### config.mk
export PLATFORM = sky130hd
export DESIGN_NAME = div
export DESIGN_NICKNAME = d
export VERILOG_FILES = /design/src/rtl/div.sv
export SDC_FILE = /design/constraint.sdc
export NUM_CORES = 1
export LEC_CHECK = 0
export CAP_MARGIN = 5
export CORE_MARGIN = 3
export CORE_UTILIZATION = 58
export CTS_CLUSTER_SIZE = 24
export DETAILED_ROUTE_END_ITERATION = 6
export PLACE_DENSITY = 0.91
export SLEW_MARGIN = 10
export SYNTH_ARGS = -nofsm -noshare
export SYNTH_HDL_FRONTEND = slang
export SYNTH_SLANG_ARGS = --single-unit
### constraint.sdc
create_clock -name clk -period 3.8 [get_ports clk]
set_input_delay 0.57 -clock clk [delete_from_list [all_inputs] [get_ports clk]]
set_output_delay 0.57 -clock clk [all_outputs]
set_load 0.005 [all_outputs]
### src/rtl/div.sv
// Multi-cycle 32-bit signed/unsigned restoring divider feeding the HI/LO write port.
// result_o = {remainder, quotient}; EX holds start_i until ready_o is seen.
module div (
   input  logic        clk,
   input  logic        rst,
   input  logic        signed_div_i,
   input  logic [31:0] opdata1_i,
   input  logic [31:0] opdata2_i,
   input  logic        start_i,
   input  logic        annul_i,
   output logic [63:0] result_o,
   output logic        ready_o,
   output logic        busy_o
);

   typedef enum logic [1:0] {FREE, BYZERO, ON, END} state_t;

   state_t      state;
   logic [5:0]  cnt;
   logic [63:0] work;
   logic [31:0] divisor;
   logic        neg_quo;
   logic        neg_rem;

   logic [31:0] op1_mag;
   logic [31:0] op2_mag;
   logic [31:0] rem;
   logic [31:0] quo;
   logic [32:0] shifted;
   logic [32:0] trial;
   logic [31:0] rem_fix;
   logic [31:0] quo_fix;

   assign rem = work[63:32];
   assign quo = work[31:0];

   assign op1_mag = (signed_div_i && opdata1_i[31]) ? (~opdata1_i + 32'd1) : opdata1_i;
   assign op2_mag = (signed_div_i && opdata2_i[31]) ? (~opdata2_i + 32'd1) : opdata2_i;

   // The partial remainder never reaches the divisor, so its 33rd bit is always
   // zero after a subtraction and does not need to be stored.
   assign shifted = {rem, quo[31]};
   assign trial   = shifted - {1'b0, divisor};

   assign rem_fix = neg_rem ? (~rem + 32'd1) : rem;
   assign quo_fix = neg_quo ? (~quo + 32'd1) : quo;

   assign busy_o = (state == BYZERO) || (state == ON);

   always_ff @(posedge clk or negedge rst) begin
      if (!rst) begin
         state    <= FREE;
         cnt      <= '0;
         work     <= '0;
         divisor  <= '0;
         neg_quo  <= 1'b0;
         neg_rem  <= 1'b0;
         ready_o  <= 1'b0;
         result_o <= '0;
      end else begin
         case (state)
            FREE: begin
               ready_o  <= 1'b0;
               result_o <= '0;
               if (start_i && !annul_i) begin
                  if (opdata2_i == 32'd0) begin
                     state <= BYZERO;
                  end else begin
                     state   <= ON;
                     cnt     <= '0;
                     work    <= {32'd0, op1_mag};
                     divisor <= op2_mag;
                     neg_quo <= signed_div_i && (opdata1_i[31] ^ opdata2_i[31]);
                     neg_rem <= signed_div_i && opdata1_i[31];
                  end
               end
            end

            BYZERO: begin
               work <= '0;
               if (annul_i) begin
                  state <= FREE;
               end else begin
                  state    <= END;
                  ready_o  <= 1'b1;
                  result_o <= '0;
               end
            end

            ON: begin
               if (annul_i) begin
                  state <= FREE;
                  cnt   <= '0;
                  work  <= '0;
               end else if (!cnt[5]) begin
                  if (!trial[32]) begin
                     work <= {trial[31:0], quo[30:0], 1'b1};
                  end else begin
                     work <= {shifted[31:0], quo[30:0], 1'b0};
                  end
                  cnt <= cnt + 6'd1;
               end else begin
                  work     <= {rem_fix, quo_fix};
                  result_o <= {rem_fix, quo_fix};
                  ready_o  <= 1'b1;
                  cnt      <= '0;
                  state    <= END;
               end
            end

            END: begin
               if (!start_i || annul_i) begin
                  state    <= FREE;
                  ready_o  <= 1'b0;
                  result_o <= '0;
               end
            end

            default: begin
               state <= FREE;
            end
         endcase
      end
   end

endmodule

======== Word-level counts from Yosys, hierarchy flattened ========
Index checks and enable logic that the tools add are counted.
storage, ports and cells
  input port bits ......................... 69
  output and inout port bits .............. 66
  flip-flop bits (word level) ............. 171
  logic and storage cells ................. 79
operators by class
  equality and inequality tests ........... 10
  bitwise logic cells ..................... 6
  $add $sub $neg .......................... 6
  reductions and logical operators ........ 17
  multiplexer cells ....................... 32
operators with widths
  kind                                           count
  two-way mux 64 bit                             9
  one-hot mux 64 bit (4 select lines)            1
  one-hot mux 64 bit (3 select lines)            1
  adder 32 x 1 -> 32 bit, second input constant  4
  two-way mux 32 bit                             4
  NOT 32 bit                                     4
  subtractor 33 x 32 -> 33 bit                   1
  logical NOT 32 bit                             1
  two-way mux 6 bit                              4
  two-way mux 2 bit                              6
  != test 2 bit, second input constant           6
  one-hot mux 6 bit (2 select lines)             1
  AND reduction 3 bit                            4
  one-hot mux 2 bit (4 select lines)             1
  adder 6 x 1 -> 6 bit, second input constant    1
  == test 2 bit, second input constant           2
  logical AND 1 bit                              4
  two-way mux 1 bit                              4
  one-hot mux 1 bit (4 select lines)             1
  AND reduction 4 bit                            1
  != test 3 bit, second input constant           1
  nonzero test 3 bit                             1
  == test 2 x 1 -> 1 bit, second input constant  1
  logical NOT 1 bit                              2
  5 further kinds                                6

======== Depth between registers and ports, before layout ========
  depth in word-level cells ............... 6
  mapped depth ............................ 15
  depth with buffers taken out ............ 13

======== Worst setup path after synthesis ========
Ideal clock, no wire load.
  path type ............................... flip-flop to flip-flop
  start ................................... register work[38]
  end ..................................... register work[41]
  path slack .............................. 0.657 ns
  cell stages (with the launch flop) ...... 12
  arrival time ............................ 3.022 ns
  period minus slack after synthesis ...... 3.143 ns
  data required time ...................... 3.679 ns
  path buffers ............................ 2
  library setup time ...................... 0.121 ns
  path through ............................ dfrtp_1 -> ha_1 -> a21o_1 -> or3_1 -> o211ai_1 -> a31oi_1 -> or4_1 -> nand2_1 -> buf_1 -> buf_2 -> o21ai_0 -> a22o_1
between the ends
  cells in the longest elaborated chain, start to end .. 6
  elaborated cells on any way between the ends .. 8
  those cells by class .................... add/sub: 2; mux: 5; bitwise: 1
ends and longest elaborated chain
  element                                RTL line  text
  start: declaration                     20        logic [63:0] work;
  start signal: assignment               71        work <= {32'd0, op1_mag};
  start signal: assignment               97        work <= {trial[31:0], quo[30:0], 1'b1};
  start signal: assignment               99        work <= {shifted[31:0], quo[30:0], 1'b0};
  NOT 32 bit                             45        assign rem_fix = neg_rem ? (~rem + 32'd1) : rem;
  adder 32 x 1 -> 32 bit                 45
  two-way mux 32 bit                     45
  two-way mux 64 bit *                   95        end else if (!cnt[5]) begin
  two-way mux 64 bit *                   91        if (annul_i) begin
  one-hot mux 64 bit (3 select lines) *  61        case (state)
Every way passes the cells marked *; elsewhere a longest branch is shown, timed or not.
A chain may end at the register's enable or synchronous reset.

======== Final worst setup path ========
  start ................................... register work[38]
  end ..................................... register work[61]
The elaborated chain is that of the path after synthesis.

==> summary.md <==
| Metric | Value |
|---|---|
| Number of antenna diodes | `0` |
| CTS H-Tree Depth | `4` |
| Global route overflow | `0` |
| CTS Buf Count | `17` |
| Crit. End Element | `flop` |
| CTS root buffer | `clkbuf_16` |
| Global-route wire length before repair | `about 56 mm` |
| Hold slack | `0.2218 ns` |
| Crit path required time | `between 4 and 5 ns` |
| HP Class | `primary input to async pin` |
| Share of layout cells above drive strength 1 | `0.06401` |
| Sequential area share after synthesis | `0.3550` |
| Tmin final | `~3.6 ns` |
| Final Power | `9.463 mW` |
| Gp weighted congestion | `slightly below 1` |
| Max Buffers Root-to-Sink | `2` |
| Number of remaining DRC errors | `0` |
| Worst r2r src | `work[38]$_DFFE_PN0P_` |
| Top cells by area, synth | `dfrtp_1 36%, o21ai_0 6.8%, xor2_1 6.4%, nand2_1 5.8%, a21oi_1 5.3%` |
| Outcome | `completed` |
| Commonest cells in the netlist | `185 x nand2_1, 171 x dfrtp_1, 163 x o21ai_0` |
| Leak | `slightly above 6 nW` |
| Top-count cell post-synth | `nand2_1` |
| Clock sinks | `between 150 and 200` |
| DP Cell Count | `1847` |
| Setup-failing EPs final | `0` |
| Register area | `roughly 4300 sq um` |
| Vias in the first global route | `between 10000 and 15000` |
| Initial antenna violation count | `0` |
| Netlist Area Pre-Place | `12050 sq um` |
| FMAX | `275.2 MHz` |
| Site Rows | `52` |
| Routed vias/inst | `between 6 and 7` |
| Met2 routed wirelength | `14.64 mm` |
| Via count | `11824` |
| Fin. Hold Viols | `0` |
| RSZ-0062 raised after global routing | `no` |
| Synth top area share | `0.3550` |
| Max Slew Vio Count | `0` |
| Met3 WL post-DR | `3.914 mm` |
| Non-Filler Instances | `1879` |
| Crit Path Max Fanout | `35` |
| Max Used Layer | `met4` |
| #FFs+latches synth | `171` |
| Worst skew pair latency | `roughly 0.44 ns` |
| Largest net degree at the start of global routing | `between 90 and 100` |
| M1 WL | `15.13 mm` |
| Drt total wl | `34.38 mm` |
| Die H | `about 150 um` |
| Port-buffer cells | `134` |
| Post-DRT Antenna Nets | `0` |
| Multi-input logic area | `slightly above 7000 sq um` |
| Post-synth EDFFs | `0` |
| Yosys cell types | `62` |
| Slew HR | `0.3723` |
| Initial core utilization | `0.5938` |
| Synthesized area per cell | `8.100 sq um` |
| Main synth FF type | `dfrtp_1` |
| Async set-or-reset flop fraction in the synthesized netlist | `1.000` |
| GRT Total Usage | `0.3068` |
| Final setup skew | `0.007829 ns` |
| Worst Path Arrival | `between 4 and 5 ns` |
| Synth Net Count | `1600` |
| Worst slew pin tran | `0.9293 ns` |
| Register-to-Register Setup Slack | `0.17 ns` |
| DIE AREA | `22550 sq um` |
| Worst vdd ir | `between 0.5 and 0.6 mV` |
| MaxCap Viol Count | `0` |
| Synth area leader | `dfrtp_1` |
| TritonCTS clock tree | `yes` |
| Syn Inst Count | `~1500` |
| Worst Reg-to-Reg Cells | `13` |
| Final Cycle Share | `0.9563` |
| Core area | `~20000 sq um` |
| Syn. warnings | `0` |
| Die Wd | `around 150 um` |
| Ports | `135` |
| Fillers | `1560` |
| Pre-Repair DR Iteration Count | `7` |
| Reg2Reg Capture Point | `work[61]$_DFFE_PN0P_` |
| DR WL/cell | `18.30 um` |
| Clk slew on worst S/H paths | `0.07 ns` |
| Iter 0 DRT Violations | `1384` |
| Kind of critical path | `flop to flop` |
| Setup TNS | `0 ns` |
| Dpl hpwl | `between 20 and 30 mm` |
| Critical Path Start Type | `flop` |
| Pwr dens | `658.8 nW/um^2` |
| Nets | `1708` |
| Area grow syn2layout | `19.17%` |
## final cells by class
type	count	share of cell area
well taps	270	0.02352
clock inverters	11	0.007578
multi-input cells	1164	0.5015
repair buffers	185	0.1219
clock buffers	21	0.03275
flip-flops and latches	171	0.2979
inverters	57	0.01490
## power by group
part / total (mW) / internal (mW) / switching (mW)
clock: 1.74 / 0.964 / 0.775
combinational: 4.83 / 1.93 / 2.90
sequential: 2.89 / 2.36 / 0.539
total: 9.46 / 5.25 / 4.21
## logic make-up after synthesis
group	share of synthesized area
adders and majority gates	0.04526
AOI/OAI and AO/OA	0.2598
xor gates and xnor gates	0.1025
DFF	0.3550
and+or+nand+nor	0.1769
muxes	0.01132
buffers and inverters	0.04921
## stage by stage
stage	utilization	cell area [sq um]	setup WS [ns]
after floorplan	-	12050	0.6571
after global placement	0.6786	13770	0.1043
after detailed placement	0.6786	13770	0.001768
after CTS	0.7071	14350	0.1804
after global routing	0.7076	14360	0.01898
final	0.7076	14360	0.1662
## layout by cell type (no fill, tap or decap), types with 21 or more instances in the layout
master and n:
o221ai_1 21, nand3_1 28, xnor2_1 53, xor2_1 88
clkdlybuf4s50_1 133, nor2_1 117, o21a_1 24, nor3_1 37
inv_1 56, o31ai_1 42, a21oi_1 127, ha_1 42
buf_4 49, nand2_1 185, dfrtp_1 171, o21ai_0 163
## metal layers
metal  global-route usage  vias to the layer above
met5                    0                        -
met2               0.4481                      697
met4              0.09698                        0
li1                     -                     5568
met3              0.06502                       64
met1               0.4569                     5495
## worst max-delay path by stage
| stage | start | to | slack [ns] | cells past startpoint |
|---|---|---|---|---|
| 2_1_floorplan | work[38]$_DFFE_PN0P_ | work[41]$_DFFE_PN0P_ | 0.66 | 11 |
| 3_3_place_gp | opdata2_i[21] | work[27]$_DFFE_PN0P_ | 0.10 | 12 |
| 3_5_place_dp | opdata2_i[21] | work[27]$_DFFE_PN0P_ | 0.002 | 12 |
| 4_1_cts | work[31]$_DFFE_PN0P_ | work[60]$_DFFE_PN0P_ | 0.18 | 13 |
| 5_1_grt | work[38]$_DFFE_PN0P_ | work[61]$_DFFE_PN0P_ | 0.02 | 13 |
| 6_report | work[38]$_DFFE_PN0P_ | work[61]$_DFFE_PN0P_ | 0.17 | 13 |
## flip-flops by register name, indices dropped and copies added, names as in the netlist
signal    cells
neg_rem       1
divisor      32
neg_quo       1
state         2
work         64
cnt           6
ready_o       1
result_o     64
## worst max-delay path, stage by stage (launching register included)
cell,delay (ns)
dfrtp_1,0.45
ha_1,0.39
a21o_1,0.22
or3_1,0.32
o211ai_1,0.29
a31oi_1,0.15
or4_1,0.52
nand2_1,0.15
buf_12,0.21
buf_4,0.20
nor2_1,0.16
a2111oi_0,0.37
a21oi_1,0.07
nand2_1,0.08
## timing repair
action | 4_1_cts | 5_1_grt
endpoints found under the hold margin | 0 | 0
gates resized for setup | 0 | 2
hold buffers | 0 | 0
endpoints found under the setup margin | 0 | 2
buffers inserted | 0 | 0
Power figures use the tool's default switching activity.
